### src/rtl/paicore_run_sequencer_if.sv
// Run-sequencer bus: regfile config/status plus datapath gating and handshake strobes.
//   i_start/i_abort/i_send_len/i_frame_num_max : run control from the regfile
//   i_tx_beat/i_rx_tlast                       : accepted CPU->FIFO beat / SNN->CPU frame end
//   o_dp_rst_n/o_paicore_ctrl/o_tx_en          : datapath reset, core phase, send gate
//   o_tx_done/o_rx_done/o_busy/o_err_timeout   : status levels back to the regfile
//   o_state/o_tx_cnt/o_rx_cnt                  : debug readback
interface paicore_run_sequencer_if;
  logic        i_start;
  logic        i_abort;
  logic [31:0] i_send_len;
  logic [31:0] i_frame_num_max;
  logic        i_tx_beat;
  logic        i_rx_tlast;
  logic        o_dp_rst_n;
  logic [2:0]  o_paicore_ctrl;
  logic        o_tx_en;
  logic        o_tx_done;
  logic        o_rx_done;
  logic        o_busy;
  logic        o_err_timeout;
  logic [2:0]  o_state;
  logic [31:0] o_tx_cnt;
  logic [31:0] o_rx_cnt;

  // Sequencer side
  modport slave (
    input  i_start, i_abort, i_send_len, i_frame_num_max, i_tx_beat, i_rx_tlast,
    output o_dp_rst_n, o_paicore_ctrl, o_tx_en, o_tx_done, o_rx_done, o_busy,
           o_err_timeout, o_state, o_tx_cnt, o_rx_cnt
  );

  // Regfile / datapath side
  modport master (
    output i_start, i_abort, i_send_len, i_frame_num_max, i_tx_beat, i_rx_tlast,
    input  o_dp_rst_n, o_paicore_ctrl, o_tx_en, o_tx_done, o_rx_done, o_busy,
           o_err_timeout, o_state, o_tx_cnt, o_rx_cnt
  );
endinterface

### src/rtl/paicore_run_sequencer.sv
// Sequences one PAICORE inference run: datapath reset pulse, core init phase,
// gated send of send_len beats, then collection of frame_num_max output frames.
// Ports:
//   clk, rst_n : clock, async active-low reset
//   bus        : paicore_run_sequencer_if.slave (config/strobes in, control/status out)
// All outputs are flops loaded from the next-state values.
module paicore_run_sequencer #(
  parameter int unsigned RST_CYCLES     = 16,
  parameter int unsigned INIT_CYCLES    = 64,
  parameter int unsigned TIMEOUT_CYCLES = 32'd1048576
) (
  input  logic                          clk,
  input  logic                          rst_n,
  paicore_run_sequencer_if.slave        bus
);

  localparam int unsigned CW = 32;

  typedef enum logic [2:0] {
    S_IDLE    = 3'd0,
    S_DP_RST  = 3'd1,
    S_INIT    = 3'd2,
    S_SEND    = 3'd3,
    S_WAIT_RX = 3'd4,
    S_DONE    = 3'd5
  } state_t;

  state_t        state, state_next;
  logic [CW-1:0] cyc, cyc_next;
  logic          abort_pend, abort_pend_next;
  logic [CW-1:0] send_len, send_len_next;
  logic [CW-1:0] frame_max, frame_max_next;
  logic [CW-1:0] tx_cnt, tx_cnt_next;
  logic [CW-1:0] rx_cnt, rx_cnt_next;
  logic          tx_done, tx_done_next;
  logic          rx_done, rx_done_next;
  logic          err, err_next;
  logic          tx_en, tx_en_next;
  logic          dp_rst_n, dp_rst_n_next;
  logic [2:0]    ctrl, ctrl_next;
  logic          busy, busy_next;

  logic abort_hit, start_ok, tx_acc, rx_acc;

  // State and output registers
  always_ff @(posedge clk or negedge rst_n) begin
    if (!rst_n) begin
      state      <= S_IDLE;
      cyc        <= '0;
      abort_pend <= 1'b0;
      send_len   <= '0;
      frame_max  <= '0;
      tx_cnt     <= '0;
      rx_cnt     <= '0;
      tx_done    <= 1'b0;
      rx_done    <= 1'b0;
      err        <= 1'b0;
      tx_en      <= 1'b0;
      dp_rst_n   <= 1'b1;
      ctrl       <= 3'b000;
      busy       <= 1'b0;
    end else begin
      state      <= state_next;
      cyc        <= cyc_next;
      abort_pend <= abort_pend_next;
      send_len   <= send_len_next;
      frame_max  <= frame_max_next;
      tx_cnt     <= tx_cnt_next;
      rx_cnt     <= rx_cnt_next;
      tx_done    <= tx_done_next;
      rx_done    <= rx_done_next;
      err        <= err_next;
      tx_en      <= tx_en_next;
      dp_rst_n   <= dp_rst_n_next;
      ctrl       <= ctrl_next;
      busy       <= busy_next;
    end
  end

  // Next-state, counters and next output values
  always_comb begin
    state_next      = state;
    cyc_next        = cyc;
    abort_pend_next = abort_pend;
    send_len_next   = send_len;
    frame_max_next  = frame_max;
    tx_cnt_next     = tx_cnt;
    rx_cnt_next     = rx_cnt;
    tx_done_next    = tx_done;
    rx_done_next    = rx_done;
    err_next        = err;

    abort_hit = bus.i_abort && (state != S_IDLE);
    start_ok  = bus.i_start && !bus.i_abort && (state == S_IDLE || state == S_DONE);
    // Counters saturate at their targets and freeze on abort
    tx_acc    = bus.i_tx_beat && (state == S_SEND) && (tx_cnt != send_len) && !abort_hit;
    rx_acc    = bus.i_rx_tlast && (state == S_SEND || state == S_WAIT_RX) &&
                (rx_cnt != frame_max) && !abort_hit;

    if (tx_acc) tx_cnt_next = tx_cnt + CW'(1);
    if (rx_acc) rx_cnt_next = rx_cnt + CW'(1);

    if (abort_hit) begin
      // Reset the datapath, then fall back to IDLE without flagging done
      state_next      = S_DP_RST;
      cyc_next        = '0;
      abort_pend_next = 1'b1;
    end else begin
      unique case (state)
        S_IDLE, S_DONE: begin
          if (start_ok) begin
            state_next      = S_DP_RST;
            cyc_next        = '0;
            abort_pend_next = 1'b0;
            send_len_next   = bus.i_send_len;
            frame_max_next  = bus.i_frame_num_max;
            tx_cnt_next     = '0;
            rx_cnt_next     = '0;
            tx_done_next    = 1'b0;
            rx_done_next    = 1'b0;
            err_next        = 1'b0;
          end
        end
        S_DP_RST: begin
          if (cyc == CW'(RST_CYCLES - 1)) begin
            state_next      = abort_pend ? S_IDLE : S_INIT;
            cyc_next        = '0;
            abort_pend_next = 1'b0;
          end else begin
            cyc_next = cyc + CW'(1);
          end
        end
        S_INIT: begin
          if (cyc == CW'(INIT_CYCLES - 1)) begin
            state_next = S_SEND;
            cyc_next   = '0;
          end else begin
            cyc_next = cyc + CW'(1);
          end
        end
        S_SEND: begin
          // Covers send_len==0: leaves after a single cycle
          if (tx_cnt_next == send_len) begin
            state_next   = S_WAIT_RX;
            cyc_next     = '0;
            tx_done_next = 1'b1;
          end
        end
        S_WAIT_RX: begin
          if (rx_cnt == frame_max) begin
            state_next   = S_DONE;
            rx_done_next = 1'b1;
            tx_done_next = 1'b1;
          end else if (bus.i_rx_tlast) begin
            cyc_next = '0;
          end else if ((TIMEOUT_CYCLES != 0) && (cyc + CW'(1) == CW'(TIMEOUT_CYCLES))) begin
            state_next   = S_DONE;
            rx_done_next = 1'b1;
            tx_done_next = 1'b1;
            err_next     = 1'b1;
          end else begin
            cyc_next = cyc + CW'(1);
          end
        end
        default: state_next = S_IDLE;
      endcase
    end

    tx_en_next    = (state_next == S_SEND) && (tx_cnt_next != send_len_next);
    dp_rst_n_next = (state_next != S_DP_RST);
    busy_next     = (state_next != S_IDLE) && (state_next != S_DONE);
    unique case (state_next)
      S_INIT:              ctrl_next = 3'b001;
      S_SEND, S_WAIT_RX:   ctrl_next = 3'b010;
      S_DONE:              ctrl_next = 3'b100;
      default:             ctrl_next = 3'b000;
    endcase
  end

  assign bus.o_dp_rst_n     = dp_rst_n;
  assign bus.o_paicore_ctrl = ctrl;
  assign bus.o_tx_en        = tx_en;
  assign bus.o_tx_done      = tx_done;
  assign bus.o_rx_done      = rx_done;
  assign bus.o_busy         = busy;
  assign bus.o_err_timeout  = err;
  assign bus.o_state        = state;
  assign bus.o_tx_cnt       = tx_cnt;
  assign bus.o_rx_cnt       = rx_cnt;

endmodule
### src/flat_wrapper.sv
// flat-port wrapper written by rule: the top's interface ports become plain ports
module paicore_run_sequencer_flat 
#(
  parameter int unsigned RST_CYCLES     = 16,
  parameter int unsigned INIT_CYCLES    = 64,
  parameter int unsigned TIMEOUT_CYCLES = 32'd1048576
)
  (clk, rst_n, bus_i_start, bus_i_abort, bus_i_send_len, bus_i_frame_num_max, bus_i_tx_beat, bus_i_rx_tlast, bus_o_dp_rst_n, bus_o_paicore_ctrl, bus_o_tx_en, bus_o_tx_done, bus_o_rx_done, bus_o_busy, bus_o_err_timeout, bus_o_state, bus_o_tx_cnt, bus_o_rx_cnt);
  paicore_run_sequencer_if bus_i ();
  input  logic clk;
  input  logic rst_n;
  input wire logic [$bits(bus_i.i_start)-1:0] bus_i_start;
  input wire logic [$bits(bus_i.i_abort)-1:0] bus_i_abort;
  input wire logic [$bits(bus_i.i_send_len)-1:0] bus_i_send_len;
  input wire logic [$bits(bus_i.i_frame_num_max)-1:0] bus_i_frame_num_max;
  input wire logic [$bits(bus_i.i_tx_beat)-1:0] bus_i_tx_beat;
  input wire logic [$bits(bus_i.i_rx_tlast)-1:0] bus_i_rx_tlast;
  output wire logic [$bits(bus_i.o_dp_rst_n)-1:0] bus_o_dp_rst_n;
  output wire logic [$bits(bus_i.o_paicore_ctrl)-1:0] bus_o_paicore_ctrl;
  output wire logic [$bits(bus_i.o_tx_en)-1:0] bus_o_tx_en;
  output wire logic [$bits(bus_i.o_tx_done)-1:0] bus_o_tx_done;
  output wire logic [$bits(bus_i.o_rx_done)-1:0] bus_o_rx_done;
  output wire logic [$bits(bus_i.o_busy)-1:0] bus_o_busy;
  output wire logic [$bits(bus_i.o_err_timeout)-1:0] bus_o_err_timeout;
  output wire logic [$bits(bus_i.o_state)-1:0] bus_o_state;
  output wire logic [$bits(bus_i.o_tx_cnt)-1:0] bus_o_tx_cnt;
  output wire logic [$bits(bus_i.o_rx_cnt)-1:0] bus_o_rx_cnt;
  assign bus_i.i_start = bus_i_start;
  assign bus_i.i_abort = bus_i_abort;
  assign bus_i.i_send_len = bus_i_send_len;
  assign bus_i.i_frame_num_max = bus_i_frame_num_max;
  assign bus_i.i_tx_beat = bus_i_tx_beat;
  assign bus_i.i_rx_tlast = bus_i_rx_tlast;
  assign bus_o_dp_rst_n = bus_i.o_dp_rst_n;
  assign bus_o_paicore_ctrl = bus_i.o_paicore_ctrl;
  assign bus_o_tx_en = bus_i.o_tx_en;
  assign bus_o_tx_done = bus_i.o_tx_done;
  assign bus_o_rx_done = bus_i.o_rx_done;
  assign bus_o_busy = bus_i.o_busy;
  assign bus_o_err_timeout = bus_i.o_err_timeout;
  assign bus_o_state = bus_i.o_state;
  assign bus_o_tx_cnt = bus_i.o_tx_cnt;
  assign bus_o_rx_cnt = bus_i.o_rx_cnt;
  paicore_run_sequencer #(.RST_CYCLES(RST_CYCLES), .INIT_CYCLES(INIT_CYCLES), .TIMEOUT_CYCLES(TIMEOUT_CYCLES)) u_core (.clk(clk), .rst_n(rst_n), .bus(bus_i));
endmodule
### config.mk
export PLATFORM = sky130hd
export DESIGN_NAME = paicore_run_sequencer_flat
export DESIGN_NICKNAME = d
export VERILOG_FILES = /design/src/rtl/paicore_run_sequencer_if.sv /design/src/rtl/paicore_run_sequencer.sv /design/src/flat_wrapper.sv
export SDC_FILE = /design/constraint.sdc
export NUM_CORES = 1
export LEC_CHECK = 0
export CAP_MARGIN = 30
export CORE_ASPECT_RATIO = 0.7
export CORE_MARGIN = 2
export CORE_UTILIZATION = 53
export CTS_BUF_LIST = sky130_fd_sc_hd__clkbuf_2
export CTS_CLUSTER_SIZE = 14
export DETAILED_ROUTE_END_ITERATION = 16
export HOLD_SLACK_MARGIN = 0.08
export PLACE_DENSITY = 0.78
export SLEW_MARGIN = 20
export SYNTH_ARGS = -nofsm -noshare
export SYNTH_HDL_FRONTEND = slang
export SYNTH_SLANG_ARGS = --single-unit
### constraint.sdc
create_clock -name clk -period 4.03 [get_ports clk]
set_input_delay 0.403 -clock clk [delete_from_list [all_inputs] [get_ports clk]]
set_output_delay 0.403 -clock clk [all_outputs]
set_load 0.1 [all_outputs]
==> summary.md, run 1 <==
| Metric | Value |
|---|---|
| Initial Utilization | `53.5%` |
| H-tree depth | `4` |
| Initial DRC Count | `1304` |
| Most common cell in the synthesized netlist | `dfrtp_1` |
| Worst R2R Start | `u_core.bus.o_tx_cnt[1]$_DFF_PN0_` |
| Leak Pwr | `5.81 nW` |
| Layout net count | `1459` |
| Share of cells above drive strength 1 | `21.6%` |
| FF-to-FF setup slack | `150 ps` |
| Worst-path clk slew | `330 ps` |
| Post-route DRC | `0` |
| Core area | `0.0196 mm^2` |
| Hold Fails Final Rpt | `0` |
| Final hold slack | `137 ps` |
| Routed len/inst | `19.8 um` |
| CTS tree | `built` |
| Crit path max fanout | `12` |
| Final setup fails | `0` |
| Crit start category | `register` |
| Gate Count Post-Synth | `1142` |
| CTS sink count | `173` |
| Cell taking the most area after synthesis | `dfrtp_1` |
| Max-cap violations | `0` |
| Worst reg2reg path depth | `17` |
| Yosys warns | `0` |
| Post-route design area | `0.0137 mm^2` |
| PwrDens | `362 mW/mm^2` |
| Detail Placement HPWL | `24.9 mm` |
| Synth top cells by count | `172 x dfrtp_1, 118 x nor2_1, 107 x nand2_1, 84 x xor2_1, 64 x mux2_2` |
| #FFs+latches synth | `173` |
| Share of the synthesized area in the top cell type | `41.0%` |
| Post-synth EDFFs | `0` |
| Vias in the first global route | `9199` |
| Worst VDD drop | `0.229 mV` |
| Later-pin clock latency in the skew report | `820 ps` |
| Seq. cell area | `0.00435 mm^2` |
| Crit path to | `u_core.cyc[9]$_DFFE_PN0P_` |
| TNS Setup | `0 ps` |
| Die Area | `0.0210 mm^2` |
| Final WL | `33.0 mm` |
| Fin cells | `1669` |
| Setup ws final | `154 ps` |
| Avg Inst Size Synth | `9.20 um^2` |
| Num rows | `43` |
| Via density | `6.07` |
| Syn Nets | `1215` |
| Longest Clk Path Bufs | `2` |
| WP data arrival | `4650 ps` |
| Max Fclk | `258 MHz` |
| Synth async-reset ratio | `100%` |
| Yosys cell types | `72` |
| Initial antenna violation count | `1` |
| WP data required | `4800 ps` |
| Placed cell areas | `0.0132 mm^2` |
| Slew Viols, Final | `0` |
| Final core utilization | `69.6%` |
| FF-to-FF End | `u_core.cyc[9]$_DFFE_PN0P_` |
| Gr ovfl total | `0` |
| Worst Skew | `46.2 ps` |
| Worst-margin pin slew | `1020 ps` |
| Fill cells | `1557` |
| Post-route antenna net violation count | `0` |
| Largest cells by area after synthesis | `dfrtp_1 41%, xor2_1 7.0%, mux2_2 6.9%` |
| Seq/Total Area, Yosys | `41.2%` |
| Ant diodes | `0` |
| Die X | `172 um` |
| Area of the multi-input gates | `0.00592 mm^2` |
| Pwr Total | `4.94 mW` |
| Drt first pass iters | `6` |
| DR vias | `10.1k` |
| Top FF cell, synth | `dfrtp_1` |
| Die Height | `122 um` |
| Worst slack at placement | `-92.6 ps` |
| Hold WC Path Type | `in -> async` |
| Crit path time final | `3880 ps` |
| Global-route wire length before repair | `51.4 mm` |
| Largest net degree at the start of global routing | `89` |
| Dpl cells | `1628` |
| Synthesized area | `0.0105 mm^2` |
| Total track usage | `32.0%` |
| IO Pins | `146` |
| Final Wtd Congestion | `1.01` |
| Critical path capture point type | `register` |
| Tcrit/Tclk final | `96.2%` |
| TritonCTS Buffers | `17` |
| Crit Path Category | `reg -> reg` |
| Clk root buf | `clkbuf_2` |
| Rel. slew slack | `31.8%` |
| Outcome | `complete, no violations` |
| IO buf count | `145` |
| P&R area growth vs syn | `30.1%` |
| Crit path from | `u_core.bus.o_tx_cnt[1]$_DFF_PN0_` |
-- worst min-delay path by stage --
stage	start	end	slack [ps]	cells after the start
floorplan	rst_n	u_core.abort_pend$_DFFE_PN0P_	110	0
global placement	u_core.abort_pend$_DFFE_PN0P_	u_core.abort_pend$_DFFE_PN0P_	470	2
detailed placement	u_core.abort_pend$_DFFE_PN0P_	u_core.abort_pend$_DFFE_PN0P_	470	2
CTS	bus_i_send_len[26]	u_core.send_len[26]$_DFF_PN0_	80	2
global route	bus_i_send_len[26]	u_core.send_len[26]$_DFF_PN0_	80	2
finish	rst_n	u_core.send_len[7]$_DFF_PN0_	140	2
-- report_power, final --
group / internal (mW) / switching, mW / total (mW) / leakage (nW)
logic: 0.768 / 0.898 / 1.67 / 3.42
clock network: 0.241 / 0.799 / 1.04 / 0.161
registers: 2.00 / 0.234 / 2.23 / 2.23
total: 3.01 / 1.93 / 4.94 / 5.81
-- cell type report --
type	instances	area share, %
multi-input combinational	878	43.4
tap	270	2.47
timing repair buffer	301	19.7
sequential	173	31.9
inverter	15	0.412
clock buffer	17	0.623
clock inverter	15	1.50
-- metal layers --
| metal | share of wire (%) | vias to the layer above | global-route usage (%) |
|---|---|---|---|
| met4 | 1.1 | 2 | 5.72 |
| met2 | 40 | 566 | 41.5 |
| met5 | 0.039 | - | 0 |
| met1 | 47 | 4919 | 51.0 |
| li1 | - | 4600 | - |
| met3 | 13 | 37 | 10.8 |
-- critical path: stages, from the launching register on --
cell and delay [ps]:
dfrtp_2 530, xnor2_1 240, nand4_1 160, nor4_2 350
buf_4 200, nand3_1 150, buf_12 210, nand2_1 210
buf_4 180, a21oi_1 90, nor4_1 210, and4_1 270
a31oi_2 140, o21ai_4 180, buf_4 150, nor2b_1 180
buf_4 200, a32o_1 160
-- cells in the final DEF, fill, tap and decap left out, drive strengths merged, types with 3 or more instances in the layout --
cell type | synthesis | final
a211oi | 10 | 10
o211ai | 4 | 4
buf | 21 | 152
o22ai | 4 | 4
mux2i | 12 | 12
a32o | 22 | 22
and2 | 15 | 15
dfrtp | 172 | 172
a21oi | 33 | 33
nor4 | 35 | 35
nor4b | 5 | 5
nor2b | 3 | 3
a31oi | 7 | 7
or2 | 6 | 6
or3 | 11 | 11
o2111ai | 3 | 3
ha | 3 | 3
inv | 15 | 23
dlygate4sd3 | 0 | 5
clkbuf | 55 | 17
mux2 | 64 | 64
nand2b | 7 | 7
o31a | 3 | 3
clkdlybuf4s50 | 0 | 144
nor2 | 118 | 118
nand4 | 43 | 43
xor2 | 84 | 84
nor3 | 40 | 40
and4 | 10 | 10
a211o | 4 | 4
clkinv | 0 | 6
xnor2 | 55 | 55
nand2 | 107 | 107
nor3b | 4 | 4
a22o | 4 | 4
and3 | 29 | 29
nand3 | 45 | 45
a21o | 5 | 5
o21ai | 43 | 43
-- kinds of logic after synthesis --
group | share of synthesized area (%)
buffers and inverters | 3.60
multiplexers | 8.01
flip-flops | 41.2
XOR/XNOR | 11.6
AND/OR/NAND/NOR | 23.6
AO/OA/AOI/OAI | 11.6
adder cells (fa/ha/maj) | 0.357
-- repair_timing --
action,CTS,global route
hold buffers,2,3
buffers inserted,2,1
pin swaps,1,3
resized for setup,0,18
hold endpoints to repair,87,3
setup endpoints to repair,25,41
-- sequential cells by signal (all words and copies together) (netlist names), 3 cells and up --
register and cells:
u_core.bus.o_rx_cnt 32, u_core.cyc 32, u_core.send_len 32, u_core.bus.o_state 3
u_core.bus.o_tx_cnt 32, u_core.frame_max 32, u_core.bus.o_paicore_ctrl 3
Power figures use the tool's default switching activity.
==> inputs of run 2 (changes only) <==
--- a/config.mk
+++ b/config.mk
@@ -14,7 +14,8 @@
 export DETAILED_ROUTE_END_ITERATION = 16
 export HOLD_SLACK_MARGIN = 0.08
 export PLACE_DENSITY = 0.78
-export SLEW_MARGIN = 20
+export RECOVER_POWER = 50
+export SLEW_MARGIN = 40
 export SYNTH_ARGS = -nofsm -noshare
 export SYNTH_HDL_FRONTEND = slang
 export SYNTH_SLANG_ARGS = --single-unit
==> summary.md, run 2 (synthesis gave the netlist of run 1 again) <==
| Metric | Value |
|---|---|
| Outcome | `finished with violations` |
| Failing checks | `capacitance limit, slew limit` |
| Routed len/inst | `19.7 um (-0.49%)` |
| Crit Path Category | `reg -> reg` |
| Crit path time final | `4020 ps (+147 ps)` |
| Worst Skew | `62.8 ps (+16.6 ps)` |
| Tcrit/Tclk final | `99.8% (+3.6 points)` |
| Worst-path clk slew | `350 ps (+20 ps)` |
| Die X | `172 um (unchanged)` |
| Critical path capture point type | `register` |
| Crit path max fanout | `12 (unchanged)` |
| Detail Placement HPWL | `24.9 mm (about the same)` |
| Final WL | `33.0 mm (about the same)` |
| Die Height | `122 um (unchanged)` |
| Crit path cell chain | `xnor2_1, nand4_1, nor4_2, nand3_1, buf_12, buf_4, a31oi_1, a211oi_1, o221ai_1, nor3_2, a31oi_1, o21ai_4, buf_12, nor2b_1, buf_4, a32o_1` |
| Post-route DRC | `0 (unchanged)` |
| TritonCTS Buffers | `17 (unchanged)` |
| Layout net count | `1463 (+0.27%)` |
| IO Pins | `146 (unchanged)` |
| Vias in the first global route | `9249 (+0.54%)` |
| Longest Clk Path Bufs | `2 (unchanged)` |
| Crit start category | `register` |
| Leak Pwr | `5.95 nW (+2.4%)` |
| Final core utilization | `67.4% (-2.2 points)` |
| Initial Utilization | `53.5% (unchanged)` |
| H-tree depth | `4 (unchanged)` |
| CTS sink count | `173 (unchanged)` |
| Post-route antenna net violation count | `0 (unchanged)` |
| Initial DRC Count | `1325 (+1.6%)` |
| Dpl cells | `1627 (-0.061%)` |
| IO buf count | `145 (unchanged)` |
| Global-route wire length before repair | `51.4 mm (-0.15%)` |
| Max-cap violations | `2 (+2)` |
| CP max-delay cell | `dfrtp_2` |
| Most frequent cells in the layout | `152 x dfrtp_1, 144 x buf_4, 118 x nor2_1, 107 x nand2_1, 82 x xor2_1` |
| Most common cell after layout, fill and taps aside | `dfrtp_1` |
| Die Area | `0.0210 mm^2 (unchanged)` |
| WL met2 | `13.1 mm (+0.56%)` |
| Worst VDD drop | `0.223 mV (-2.8%)` |
| Largest net degree at the start of global routing | `89 (unchanged)` |
| Drt first pass iters | `5 (-1)` |
| Critical Path Max Stage Delay | `550 ps (+20 ps)` |
| Final Wtd Congestion | `1.01 (unchanged)` |
| Hold Fails Final Rpt | `0 (unchanged)` |
| CTS tree | `built` |
| Rel. slew slack | `-44.7% (-77 points)` |
| Num rows | `43 (unchanged)` |
| WP data arrival | `4760 ps (+110 ps)` |
| Clk root buf | `clkbuf_2` |
| Hold WC Path Type | `in -> reg` |
| Gr ovfl total | `0 (unchanged)` |
| WP data required | `4770 ps (-30 ps)` |
| DR vias | `10.0k (-0.83%)` |
| Worst-margin pin slew | `2170 ps (+1150 ps)` |
| Final setup fails | `0 (unchanged)` |
| RSZ-0062 raised after global routing | `yes` |
| P&R area growth vs syn | `26.0%` |
| Via density | `5.99 (-1.3%)` |
| Met1 Wirelength | `15.4 mm (about the same)` |
| Max Fclk | `249 MHz (-3.6%)` |
| Share of cells above drive strength 1 | `26.5% (+4.9 points)` |
| Later-pin clock latency in the skew report | `840 ps (+20 ps)` |
| Met3 wire length | `4.21 mm (+0.93%)` |
| PwrDens | `368 mW/mm^2 (+1.6%)` |
| Slew Viols, Final | `177 (+177)` |
| Initial antenna violation count | `2 (+1)` |
| DR top layer | `met5` |
| Final hold slack | `136 ps (-0.794 ps)` |
| Total track usage | `32.1% (+0.13 points)` |
| Pwr Total | `4.87 mW (-1.5%)` |
| Core area | `0.0196 mm^2 (unchanged)` |
| Fin cells | `1677 (+0.48%)` |
## run 2: per-layer routing
metal,vias to the layer above,global-route usage (%)
li1,4599,-
met1,4898,50.6
met2,522,42.2
met3,19,12.2
met4,2,3.94
met5,-,0
## run 2: worst max-delay path: cells and delay by family (launching register included)
kind / cells / cell delay (ps)
AO/OA/AOI/OAI: 6 / 1310
XOR/XNOR: 1 / 390
buffers and inverters: 4 / 690
flip-flops: 1 / 550
AND/OR/NAND/NOR: 5 / 1000
## run 2: final timing paths
check	slack, ps	startpoint	cells after the start	to
max	7	u_core.bus.o_tx_cnt[8]$_DFF_PN0_	16	u_core.cyc[9]$_DFFE_PN0P_
min	140	bus_i_send_len[9]	2	u_core.send_len[9]$_DFF_PN0_
max reg2reg	7	u_core.bus.o_tx_cnt[8]$_DFF_PN0_	16	u_core.cyc[9]$_DFFE_PN0P_
min reg2reg	530	u_core.abort_pend$_DFFE_PN0P_	2	u_core.abort_pend$_DFFE_PN0P_
max in group asynchronous	1010	rst_n	3	u_core.bus.o_tx_cnt[5]$_DFF_PN0_
min in group asynchronous	670	rst_n	2	u_core.bus.o_tx_cnt[12]$_DFF_PN0_
## run 2: cell type report
class	count	area, um^2
Fill cell	1580	6400
Multi-Input combinational cell	878	5890
Clock inverter	15	183
Timing Repair Buffer	305	2310
Antenna cell	4	10.0
Clock buffer	17	85.1
Inverter	15	56.3
Tap cell	270	338
Sequential cell	173	4360
## run 2: power breakdown
part	switching (mW)	internal, mW	total (mW)
logic	0.894	0.745	1.64
clock network	0.773	0.221	0.994
registers	0.232	2.00	2.23
## run 2: what timing repair did
item,in CTS,in global routing
setup endpoints to repair,31,40
pin swaps,1,2
gates resized for setup,1,13
hold buffers,2,9
buffers inserted,2,1
hold endpoints to repair,87,9
## run 2: through the flow
stage               worst slack [ps]  area, um^2  setup TNS, ps
floorplan                       3.21       10500              0
global placement               -65.5       13200           -379
detailed placement              -100       12800          -1410
CTS                             47.7       13100              0
global route                    -107       13200          -1620
finish                          7.26       13200              0
